--- config.mk ---
export PLATFORM = sky130hd
export DESIGN_NAME = inner_fn_batch_ctrl_flat
export DESIGN_NICKNAME = d
export VERILOG_FILES = /design/src/rtl/inner_fn_batch_ctrl_if.sv /design/src/rtl/inner_fn_batch_ctrl.sv /design/src/flat_wrapper.sv
export SDC_FILE = /design/constraint.sdc
export NUM_CORES = 1
export LEC_CHECK = 0
export BUFFER_PORTS_ARGS = -buffer_cell sky130_fd_sc_hd__buf_4
export CAP_MARGIN = 5
export CORE_MARGIN = 5
export CORE_UTILIZATION = 40
export CTS_BUF_LIST = sky130_fd_sc_hd__clkbuf_16
export DETAILED_ROUTE_END_ITERATION = 8
export GPL_ROUTABILITY_DRIVEN = 0
export HOLD_SLACK_MARGIN = 0.1
export PLACE_DENSITY = 0.69
export SETUP_SLACK_MARGIN = 0.5
export SLEW_MARGIN = 20
export SYNTH_ARGS = -nofsm -noshare
export SYNTH_HDL_FRONTEND = slang
export SYNTH_SLANG_ARGS = --single-unit
--- constraint.sdc ---
create_clock -name clk -period 4.2 [get_ports clk]
set_input_delay 1.26 -clock clk [delete_from_list [all_inputs] [get_ports clk]]
set_output_delay 1.26 -clock clk [all_outputs]
set_load 0.02 [all_outputs]
--- src/rtl/inner_fn_batch_ctrl_if.sv ---
// Command, RAM and datapath signals of the inner-function batch scheduler.
// master = scheduler side, slave = environment side.
interface inner_fn_batch_ctrl_if #(
    parameter int ADDR_W = 10,
    parameter int CNT_W  = 11
);
    logic              start;
    logic [CNT_W-1:0]  count;
    logic [ADDR_W-1:0] base_in;
    logic [ADDR_W-1:0] base_out;
    logic              out_ready;
    logic              busy;
    logic              done;
    logic              rd_en;
    logic [ADDR_W-1:0] rd_addr;
    logic [31:0]       rd_data;
    logic              pipe_en;
    logic              pipe_aclr;
    logic [31:0]       pipe_data;
    logic [31:0]       pipe_result;
    logic              wr_en;
    logic [ADDR_W-1:0] wr_addr;
    logic [31:0]       wr_data;

    modport master (
        input  start, count, base_in, base_out, out_ready,
        input  rd_data, pipe_result,
        output busy, done, rd_en, rd_addr,
        output pipe_en, pipe_aclr, pipe_data,
        output wr_en, wr_addr, wr_data
    );

    modport slave (
        output start, count, base_in, base_out, out_ready,
        output rd_data, pipe_result,
        input  busy, done, rd_en, rd_addr,
        input  pipe_en, pipe_aclr, pipe_data,
        input  wr_en, wr_addr, wr_data
    );
endinterface

--- src/rtl/inner_fn_batch_ctrl.sv ---
// Batch scheduler: streams samples from input RAM through the datapath
// and retires results to output RAM using a latency-matched token line.
module inner_fn_batch_ctrl #(
    parameter int PIPE_LATENCY = 43,
    parameter int ADDR_W       = 10,
    parameter int CNT_W        = 11
) (
    input  logic                 clk,
    input  logic                 reset_n,
    inner_fn_batch_ctrl_if.master bus
);
    typedef enum logic [1:0] {IDLE, RUN, DRAIN, DONE} state_t;

    state_t              state_q;
    logic [CNT_W-1:0]    cnt_q;
    logic [CNT_W-1:0]    issued_q;
    logic [CNT_W-1:0]    retired_q;
    logic [ADDR_W-1:0]   base_in_q;
    logic [ADDR_W-1:0]   base_out_q;
    logic [PIPE_LATENCY:0] tok_q;

    logic             pipe_en;
    logic             rd_en;
    logic             wr_en;
    logic [CNT_W-1:0] issued_d;
    logic [CNT_W-1:0] retired_d;

    // Everything freezes together when the output side stalls.
    assign pipe_en = reset_n & bus.out_ready
                   & ((state_q == RUN) | (state_q == DRAIN));
    assign rd_en   = pipe_en & (state_q == RUN);
    assign wr_en   = pipe_en & tok_q[PIPE_LATENCY];

    assign issued_d  = issued_q + CNT_W'(1);
    assign retired_d = retired_q + CNT_W'(wr_en);

    always_ff @(posedge clk) begin
        if (!reset_n) begin
            state_q    <= IDLE;
            cnt_q      <= '0;
            issued_q   <= '0;
            retired_q  <= '0;
            base_in_q  <= '0;
            base_out_q <= '0;
            tok_q      <= '0;
        end else begin
            unique case (state_q)
                IDLE: begin
                    if (bus.start) begin
                        cnt_q      <= bus.count;
                        base_in_q  <= bus.base_in;
                        base_out_q <= bus.base_out;
                        issued_q   <= '0;
                        retired_q  <= '0;
                        tok_q      <= '0;
                        state_q    <= (bus.count == '0) ? DONE : RUN;
                    end
                end
                RUN: begin
                    if (bus.out_ready) begin
                        issued_q  <= issued_d;
                        retired_q <= retired_d;
                        tok_q     <= {tok_q[PIPE_LATENCY-1:0], 1'b1};
                        if (issued_d == cnt_q) state_q <= DRAIN;
                    end
                end
                DRAIN: begin
                    if (bus.out_ready) begin
                        retired_q <= retired_d;
                        tok_q     <= {tok_q[PIPE_LATENCY-1:0], 1'b0};
                        if (retired_d == cnt_q) state_q <= DONE;
                    end
                end
                DONE: state_q <= IDLE;
                default: state_q <= IDLE;
            endcase
        end
    end

    assign bus.busy      = reset_n & (state_q != IDLE);
    assign bus.done      = reset_n & (state_q == DONE);
    assign bus.rd_en     = rd_en;
    assign bus.rd_addr   = reset_n ? base_in_q + issued_q[ADDR_W-1:0] : '0;
    assign bus.pipe_en   = pipe_en;
    assign bus.pipe_aclr = ~reset_n;
    assign bus.pipe_data = bus.rd_data;
    assign bus.wr_en     = wr_en;
    assign bus.wr_addr   = reset_n ? base_out_q + retired_q[ADDR_W-1:0] : '0;
    assign bus.wr_data   = bus.pipe_result;
endmodule

--- src/flat_wrapper.sv ---
// flat-port wrapper written by rule: the top's interface ports become plain ports
module inner_fn_batch_ctrl_flat 
#(
    parameter int PIPE_LATENCY = 43,
    parameter int ADDR_W       = 10,
    parameter int CNT_W        = 11
)
  (clk, reset_n, bus_start, bus_count, bus_base_in, bus_base_out, bus_out_ready, bus_rd_data, bus_pipe_result, bus_busy, bus_done, bus_rd_en, bus_rd_addr, bus_pipe_en, bus_pipe_aclr, bus_pipe_data, bus_wr_en, bus_wr_addr, bus_wr_data);
  inner_fn_batch_ctrl_if #(.ADDR_W(ADDR_W), .CNT_W(CNT_W)) bus_i ();
  input  logic clk;
  input  logic reset_n;
  input wire logic [$bits(bus_i.start)-1:0] bus_start;
  input wire logic [$bits(bus_i.count)-1:0] bus_count;
  input wire logic [$bits(bus_i.base_in)-1:0] bus_base_in;
  input wire logic [$bits(bus_i.base_out)-1:0] bus_base_out;
  input wire logic [$bits(bus_i.out_ready)-1:0] bus_out_ready;
  input wire logic [$bits(bus_i.rd_data)-1:0] bus_rd_data;
  input wire logic [$bits(bus_i.pipe_result)-1:0] bus_pipe_result;
  output wire logic [$bits(bus_i.busy)-1:0] bus_busy;
  output wire logic [$bits(bus_i.done)-1:0] bus_done;
  output wire logic [$bits(bus_i.rd_en)-1:0] bus_rd_en;
  output wire logic [$bits(bus_i.rd_addr)-1:0] bus_rd_addr;
  output wire logic [$bits(bus_i.pipe_en)-1:0] bus_pipe_en;
  output wire logic [$bits(bus_i.pipe_aclr)-1:0] bus_pipe_aclr;
  output wire logic [$bits(bus_i.pipe_data)-1:0] bus_pipe_data;
  output wire logic [$bits(bus_i.wr_en)-1:0] bus_wr_en;
  output wire logic [$bits(bus_i.wr_addr)-1:0] bus_wr_addr;
  output wire logic [$bits(bus_i.wr_data)-1:0] bus_wr_data;
  assign bus_i.start = bus_start;
  assign bus_i.count = bus_count;
  assign bus_i.base_in = bus_base_in;
  assign bus_i.base_out = bus_base_out;
  assign bus_i.out_ready = bus_out_ready;
  assign bus_i.rd_data = bus_rd_data;
  assign bus_i.pipe_result = bus_pipe_result;
  assign bus_busy = bus_i.busy;
  assign bus_done = bus_i.done;
  assign bus_rd_en = bus_i.rd_en;
  assign bus_rd_addr = bus_i.rd_addr;
  assign bus_pipe_en = bus_i.pipe_en;
  assign bus_pipe_aclr = bus_i.pipe_aclr;
  assign bus_pipe_data = bus_i.pipe_data;
  assign bus_wr_en = bus_i.wr_en;
  assign bus_wr_addr = bus_i.wr_addr;
  assign bus_wr_data = bus_i.wr_data;
  inner_fn_batch_ctrl #(.PIPE_LATENCY(PIPE_LATENCY), .ADDR_W(ADDR_W), .CNT_W(CNT_W)) u_core (.clk(clk), .reset_n(reset_n), .bus(bus_i));
endmodule
Word-level counts from Yosys, hierarchy flattened. Index checks and enable logic that the tools add are counted. Widths: inputs -> output; s select.

$add $sub $neg: 4. Eq/ne operators: 11. Muxes and demuxes: 18. Bitwise logic cells: 8. Reductions and logical operators: 12.

Operators with widths (number): $mux 44 (3); $pmux 44 s3 (1); $pmux 11 s2 (2); $mux 11 (3); $eq 11x11->1 (2); $add 10x10->10 (2); $mux 10 (2); $mux 2 (6); $add 11x1->11 (1); $add 11x1->11 const B (1); $logic_not 11->1 (1); $ne 2x2->1 const B (5); $pmux 2 s4 (1); $and 1x1->1 (6); $reduce_and 3->1 (2); $reduce_bool 2->1 (3); $reduce_and 5->1 (1); $eq 2x2->1 const B (2); $reduce_and 4->1 (1); $reduce_bool 3->1 (1); $eq 2x1->1 const B (1); $logic_not 2->1 (1); $ne 2x1->1 const B (1); $reduce_and 2->1 (1); other kinds (3) (3).

Bits in registers: 99. Input port bits: 99. Output and inout port bits: 90. Logic and storage cells: 60.

Depth between registers and ports, before layout. Gate-level depths: netlist of run 1.

Depth after elaboration: 9. Depth in mapped cells: 15. Depth with buffers taken out: 13.

Worst setup path before layout of run 1. No wires, ideal clock.

Path kind: input port to flip-flop. Start point: input port reset_n. End point: register u_core.state_q[1]. Library setup time: 0.088 ns. Arrival time: 3.722 ns. Required time: 4.112 ns. Slack: 0.390 ns. Cell stages on the path: 11. Buffers on the path: 0. Path through: and3_1 -> and2_1 -> ha_1 -> ha_1 -> nand3_2 -> or4_1 -> nand3_1 -> a31oi_1 -> o41ai_2 -> a21oi_1 -> a311oi_2.

Word-level cells in the longest chain between the ends: 7.

RTL lines: start, declared (line flat_wrapper.sv:11) `input logic reset_n;`; $and 1x1->1 (line inner_fn_batch_ctrl.sv:29) `assign pipe_en = reset_n & bus.out_ready`; $and 1x1->1 (line inner_fn_batch_ctrl.sv:30) `& ((state_q == RUN) | (state_q == DRAIN));`; $and 1x1->1 (line inner_fn_batch_ctrl.sv:32) `assign wr_en = pipe_en & tok_q[PIPE_LATENCY];`; net bus_wr_en (line flat_wrapper.sv:26) `output wire logic [$bits(bus_i.wr_en)-1:0] bus_wr_en;`; $add 11x1->11 (line inner_fn_batch_ctrl.sv:35) `assign retired_d = retired_q + CNT_W'(wr_en);`; $eq 11x11->1 (line inner_fn_batch_ctrl.sv:71) `if (retired_d == cnt_q) state_q <= DONE;`; $ne 2x2->1 (no source line); $reduce_and 5->1 (no source line); end signal, assigned (line inner_fn_batch_ctrl.sv:56) `state_q <= (bus.count == '0) ? DONE : RUN;`; end, declared (line inner_fn_batch_ctrl.sv:14) `state_t state_q;`.

The timed path passes the listed nets, and every way through them passes these cells. A chain may end at the register's enable or synchronous reset.

Worst setup path in the final report of run 1.
Start point: register u_core.issued_q[1]. End point: output port bus_rd_addr[9].

Word-level cells in the longest chain between the ends: 2.

RTL lines: start, declared (line inner_fn_batch_ctrl.sv:16) `logic [CNT_W-1:0] issued_q;`; start signal, assigned (line inner_fn_batch_ctrl.sv:61) `issued_q <= issued_d;`; $add 10x10->10 (line inner_fn_batch_ctrl.sv:83) `assign bus.rd_addr = reset_n ? base_in_q + issued_q[ADDR_W-1:0] : '0;`; $mux 10 (line inner_fn_batch_ctrl.sv:83); end, declared (line flat_wrapper.sv:22) `output wire logic [$bits(bus_i.rd_addr)-1:0] bus_rd_addr;`.

No other way between the ends.

==> results of run 1 <==
-- flip-flops by register name (all words and copies together) (netlist names) --
name and count:
u_core.retired_q 11, u_core.base_in_q 10, u_core.base_out_q 10, u_core.issued_q 11, u_core.state_q 2, u_core.tok_q 44, u_core.cnt_q 11
-- critical path: stages, from the launching register on --
cell	delay, ns
dfxtp_1	0.38
ha_4	0.22
a21o_1	0.16
a21oi_2	0.17
o21bai_1	0.13
a2111oi_2	0.42
o31ai_1	0.13
xnor2_1	0.14
nor2_1	0.12
buf_4	0.15
-- power breakdown --
part | leakage, nW | total (mW) | switching [mW] | internal [mW]
registers | 0.808 | 1.07 | 0.0666 | 1.00
logic | 1.46 | 1.10 | 0.765 | 0.337
clock network | 0.137 | 0.796 | 0.343 | 0.454
-- worst paths after layout --
kind | startpoint | to | slack (ns) | cells past startpoint
setup reg to reg | u_core.state_q[1]$_SDFFE_PN0P_ | u_core.state_q[1]$_SDFFE_PN0P_ | 0.80 | 13
hold / removal | u_core.tok_q[35]$_SDFFE_PN0P_ | u_core.tok_q[35]$_SDFFE_PN0P_ | 0.45 | 2
hold reg to reg | u_core.tok_q[35]$_SDFFE_PN0P_ | u_core.tok_q[35]$_SDFFE_PN0P_ | 0.45 | 2
setup / recovery | u_core.issued_q[1]$_SDFFE_PN0P_ | bus_rd_addr[9] | 0.57 | 9
-- Yosys cell counts (7+ instances only) --
cell,instances,area [µm²]
xor2_1,16,140
nor2_1,54,203
o21ai_0,22,110
nand4_1,8,50.1
inv_1,7,26.3
nor3_1,13,65.1
and2_1,12,75.1
nand2_1,127,477
clkbuf_1,38,143
buf_4,65,488
ha_1,26,325
dfxtp_1,99,1980
nor4_1,8,50.1
nand3_1,53,265
a21oi_1,103,515
xnor2_1,26,228
-- routing by layer --
layer,part of all wire,global-route usage,vias up
li1,-,-,2488
met1,0.45,0.200,2265
met5,0,0,-
met3,0.068,0.0480,15
met4,0.013,0.0466,0
met2,0.47,0.249,120
-- what timing repair did --
| item | 4_1_cts | 5_1_grt |
|---|---|---|
| pin swaps | 5 | 16 |
| resized for setup | 16 | 22 |
| endpoints found under the setup margin | 8 | 13 |
| setup buffers | 1 | 9 |
| hold endpoints to repair | 0 | 0 |
-- layout make-up --
type | count | area [µm²]
fill | 1449 | 8040
multi-input combinational | 540 | 3260
sequential | 99 | 2000
timing repair buffer | 77 | 578
tap | 184 | 230
clock buffer | 9 | 225
clock inverter | 5 | 55.1
inverter | 8 | 32.5
-- cells by family (layout without fill, tap and decap cells) --
| kind of cell | Yosys count | after routing |
|---|---|---|
| simple gates | 296 | 296 |
| compound gates | 172 | 172 |
| buf+inv | 118 | 99 |
| flops | 99 | 99 |
| xor+xnor | 43 | 43 |
| fa+ha+maj | 28 | 28 |
| mux | 1 | 1 |
-- per-stage QoR --
stage | worst slack (ns) | cells | instance area, µm² | util
2_1_floorplan | 0.515 | 757 | 5820 | -
3_3_place_gp | 0.355 | 898 | 5890 | 0.408
3_5_place_dp | 0.220 | 898 | 5890 | 0.408
4_1_cts | 0.474 | 913 | 6220 | 0.431
5_1_grt | 0.388 | 922 | 6380 | 0.442
6_report | 0.569 | 922 | 6380 | 0.442
==> impl_results.md, run 1 <==
* Outcome: completed
* Vias per cell at roughly 5.3
* Final TNS setup at 0 ns
* Largest net degree at the start of global routing at between 80 and 90
* Measured slew at the worst slew-check pin at 0.859 ns
* Clock transition at path regs at around 0.060 ns
* Setup Crit Path Kind: reg -> out
* Routed wire per std cell at around 15 µm
* Synthesized net count at just under 900
* Simple-Gate Fraction of Synth Area at 0.230
* Xor and xnor fraction of the mapped netlist area at 0.0671
* Clock Tree Root: clkbuf_16
* Syn Area/Cell at 7.69 µm²
* Cells after synthesis at about 760
* #FFs+latches synth at 99
* I/O Buffers at 60
* Commonest non-fill, non-tap cell in the layout: nand2_1
* Post-synthesis compound-gate area fraction at 0.177
* Max VDD drop at 0.000293 V
* Total power at between 2 and 3 mW
* Final Max Slew Viols at 0
* Die Height at 131 µm
* Ys async rst share at 0
* Final hold viol count at 0
* Mux cell area share after synthesis at 0.00172
* Largest family of logic cells by synthesized area: simple AND/OR/NAND/NOR gates
* Starting density of the core at 0.404
* Share of cells above drive strength 1 at 0.176
* CTS tree: yes
* Critical path arrival at between 2 and 2.5 ns
* Max-cap viol count at 0
* Gr ovfl total at 0
* DIE AREA at around 17000 µm²
* Rel. slew slack at 0.428
* Clock Latency Late Sink at around 0.34 ns
* Vias in the first global route at between 4000 and 5000
* WHS at 0.452 ns
* Area of the mapped netlist at between 5000 and 6000 µm²
* Drt pass-1 iters at 4
* Worst hold-check path type: reg -> reg
* CTS Buf Count at 9
* Ys Warns at 0
* Period Utilization, post-route at 0.865
* CTS Buffer Depth at 2
* Final wirelength at about 13000 µm
* Initial antenna violation count at 0
* Area growth, synth to finish at 9.63%
* Diode count at 0
* Detailed Place HPWL at around 9000 µm
* Synth Flop Type: dfxtp_1
* H-tree depth at 3
* Lkg Pwr at 2.40 nW
* DIE WIDTH at 131 µm
* WP data required at between 2 and 3 ns
* Clock skew at 0.00463 ns
* PD cells at 465 nW/µm²
* Worst Setup End Kind: output pin
* CP max FO at 2
* Critical Path Source Type: flip-flop
* IO Pins at ~190
* Total track usage at 0.155
* RSZ-0062 raised after global routing: yes
* CORE AREA at 14400 µm²
* Drt drc at 0
* Antenna-violating nets left at 0
* Most frequent cells in the layout: 127 x nand2_1, 97 x a21oi_1, 91 x dfxtp_1
* Routed vias at 4888
* Peak Freq at 275 MHz
* Final setup fails at 0
* CTS Sinks at roughly 100
* Number of synthesized flops with an enable pin at 0
* Minimum clock period at about 3.6 ns
* Distinct cells, synth at between 50 and 60
* Synth Area in Adders at 0.0628
* Row Count at 44
* Sequential fraction of the synthesis area at 0.340
* DR iter-0 viols at just over 300
* # hold bufs at CTS at 0
* First-pass GRT wire length at roughly 21000 µm
* Fin nets at between 800 and 900
Note: power is estimated with default switching activity, not from simulation.
==> inputs of run 2 (changes only) <==
ABC_AREA = 1   (was not set)
==> run 2 against run 1 <==
  * Sequential share of layout area is 0.48 points lower
  * Cell area is 1.1% higher
  * Worst hold slack better by 0.017 ns
  * Utilization is 0.30 points higher
  * Synthesized area is 1.4% higher
  * Highest routed layer unchanged
  * Critical endpoint is now bus_rd_addr[7]
  * First-iteration DRC count is 13% higher
  * Register-to-register slack better by 0.33 ns
  * Clock skew is 0.0019 ns higher
  * Non-clock buffer count is 4 lower
  * Combinational power is 19% higher
  * Global-route usage is 0.97 points higher
  * Critical path depth stayed put
==> impl_results.md, run 2 <==
* Outcome: completed
* Crit path largest cell delay at roughly 0.36 ns
* Final Core Density at 0.445
* Final setup fails at 0
* Final hold viol count at 0
* Critical path arrival at 2.24 ns
* DR iter-0 viols at about 350
* Largest net degree at the start of global routing at 84
* Most frequent cells in the layout: 159 x nand2_1, 102 x a21oi_1, 102 x nor2_1
* Drt drc at 0
* Initial antenna violation count at 0
* Fin nets at a little under 1000
* Distinct cells, synth at 35
* Starting density of the core at 0.408
* RSZ-0062 raised after global routing: yes
* Worst Setup End Kind: output pin
* Area of the mapped netlist at ~5900 µm²
* H-tree depth at 3
* # hold bufs at CTS at 0
* Final wirelength at approximately 14000 µm
* Total power at between 3 and 4 mW
* Sequential fraction of the synthesis area at 0.336
* Hold Path Cell Cnt at 2
* Vias in the first global route at a little over 5000
* Period Utilization, post-route at 0.833
* WP data required at 2.94 ns
* Area growth, synth to finish at 9.22%
* Post-Place Cells at approximately 1000
* Synth top cells by count: 160 x nand2_1, 107 x a21oi_1, 104 x nor2_1, 99 x dfxtp_1, 80 x o21ai_0
* Critical Path Source Type: flip-flop
* Detailed Place HPWL at a little over 10000 µm
* Clock Tree Root: clkbuf_16
* Synthesized net count at about 1000
* Count leader, synth: nand2_1
* Rel. slew slack at 0.320
* Cells after synthesis at 869
* Share of cells above drive strength 1 at 0.154
* Synth area leader: dfxtp_1
* Drt pass-1 iters at 5
* Measured slew at the worst slew-check pin at 1.02 ns
* Routed wire per std cell at 13.7 µm
* IO Pins at approximately 190
* Clock Latency Late Sink at roughly 0.35 ns
* CP max FO at 6
* Routed vias at roughly 5300
* Number of synthesized flops with an enable pin at 0
* Lkg Pwr at between 2 and 3 nW
* Worst-case reg-to-reg path depth at 22
* Ys async rst share at 0
* Max-cap viol count at 0
* Setup Crit Path Kind: reg -> out
* DIE AREA at 17300 µm²
* CTS Sinks at just under 100
* Most area-consuming cells after synthesis: dfxtp_1 34%, nand2_1 10%, a21oi_1 9.1%
* Worst hold-check path type: reg -> reg
* Die Height at about 130 µm
* Syn Area/Cell at 6.79 µm²
* Area fraction of the dominant cell type after synthesis at 0.336
* Vias per cell at just over 5
* I/O Buffers at 60
* PD cells at about 520 nW/µm²
* Final TNS setup at 0 ns
* Clock transition at path regs at around 0.07 ns
* Worst path slowest cell: dfxtp_2
* Peak Freq at about 290 MHz
* Gr ovfl total at 0
* DIE WIDTH at around 130 µm
* CTS tree: yes
* #FFs+latches synth at just under 100
* CTS Buffer Depth at 2
* Antenna-violating nets left at 0
* Clock skew at roughly 0.0066 ns
* Max VDD drop at between 0.0003 and 0.0004 V
* Biggest register: u_core.tok_q
* CP Cell Sequence: ha_1 -> a21oi_1 -> o21ai_0 -> a21oi_2 -> nor2_1 -> o31ai_2 -> o21ai_0 -> a21oi_1 -> buf_4
* Minimum clock period at approximately 3.5 ns
* First-pass GRT wire length at approximately 24000 µm
* Max reg flops at between 40 and 50
* Commonest non-fill, non-tap cell in the layout: nand2_1
* Ys Warns at 0
* Total track usage at 0.164
* Synth Flop Type: dfxtp_1
* Final Max Slew Viols at 0
* Layout Cells excl Fill at about 1000
* Diode count at 0
* CTS Buf Count at 9
* Row Count at 44
* CORE AREA at roughly 14000 µm²
[run 2: final timing paths]
check	start	to	slack (ns)
setup reg to reg	u_core.state_q[0]$_SDFFE_PN0P_	u_core.state_q[1]$_SDFFE_PN0P_	1.13
hold / removal	u_core.tok_q[15]$_SDFFE_PN0P_	u_core.tok_q[15]$_SDFFE_PN0P_	0.47
setup / recovery	u_core.issued_q[2]$_SDFFE_PN0P_	bus_rd_addr[7]	0.70
hold reg to reg	u_core.tok_q[15]$_SDFFE_PN0P_	u_core.tok_q[15]$_SDFFE_PN0P_	0.47
[run 2: timing repair]
item / CTS / global route
pin swaps: 0 / 2
endpoints found under the setup margin: 4 / 4
buffers inserted: 0 / 2
gates resized for setup: 4 / 21
[run 2: per-stage QoR]
| stage | instance area (µm²) | setup slack [ns] | hold slack [ns] |
|---|---|---|---|
| finish | 6450 | 0.702 | 0.469 |
| global route | 6450 | 0.475 | 0.482 |
| CTS | 6370 | 0.522 | 0.467 |
| detailed placement | 6070 | 0.720 | 0.456 |
| global placement | 6070 | 0.794 | 0.453 |
| floorplan | 5900 | 0.585 | 0.440 |
[run 2: layout make-up]
type / instances / area [µm²]
Timing Repair Buffer: 73 / 561
Multi-Input combinational cell: 597 / 3090
Clock inverter: 7 / 67.6
Clock buffer: 9 / 225
Fill cell: 1505 / 8030
Sequential cell: 99 / 1990
Tap cell: 184 / 230
Inverter: 74 / 278
[run 2: critical path, delay by kind of cell, from the launching register on]
family / cells / cell delay [ns]
flip-flops: 1 / 0.36
AO/OA/AOI/OAI: 6 / 0.96
AND/OR/NAND/NOR: 1 / 0.06
buffers and inverters: 1 / 0.15
adder cells (fa/ha/maj): 1 / 0.35
[run 2: where the power goes]
group | total [mW] | internal [mW] | switching [mW]
Clock | 0.815 | 0.459 | 0.356
Sequential | 1.25 | 1.13 | 0.118
Combinational | 1.31 | 0.422 | 0.889
[run 2: per-layer routing]
| layer | vias up | part of all wire | track usage |
|---|---|---|---|
| met1 | 2416 | 0.44 | 0.205 |
| met5 | - | 0 | 0 |
| met4 | 0 | 0.023 | 0.0606 |
| li1 | 2753 | - | - |
| met2 | 130 | 0.46 | 0.272 |
| met3 | 37 | 0.078 | 0.0459 |
[run 2: cells by family after synthesis]
family / synth area share
DFF: 0.336
AOI/OAI and AO/OA: 0.170
adders and majority gates: 0.0619
xor gates and xnor gates: 0.0163
buffers and inverters: 0.151
and+or+nand+nor: 0.264
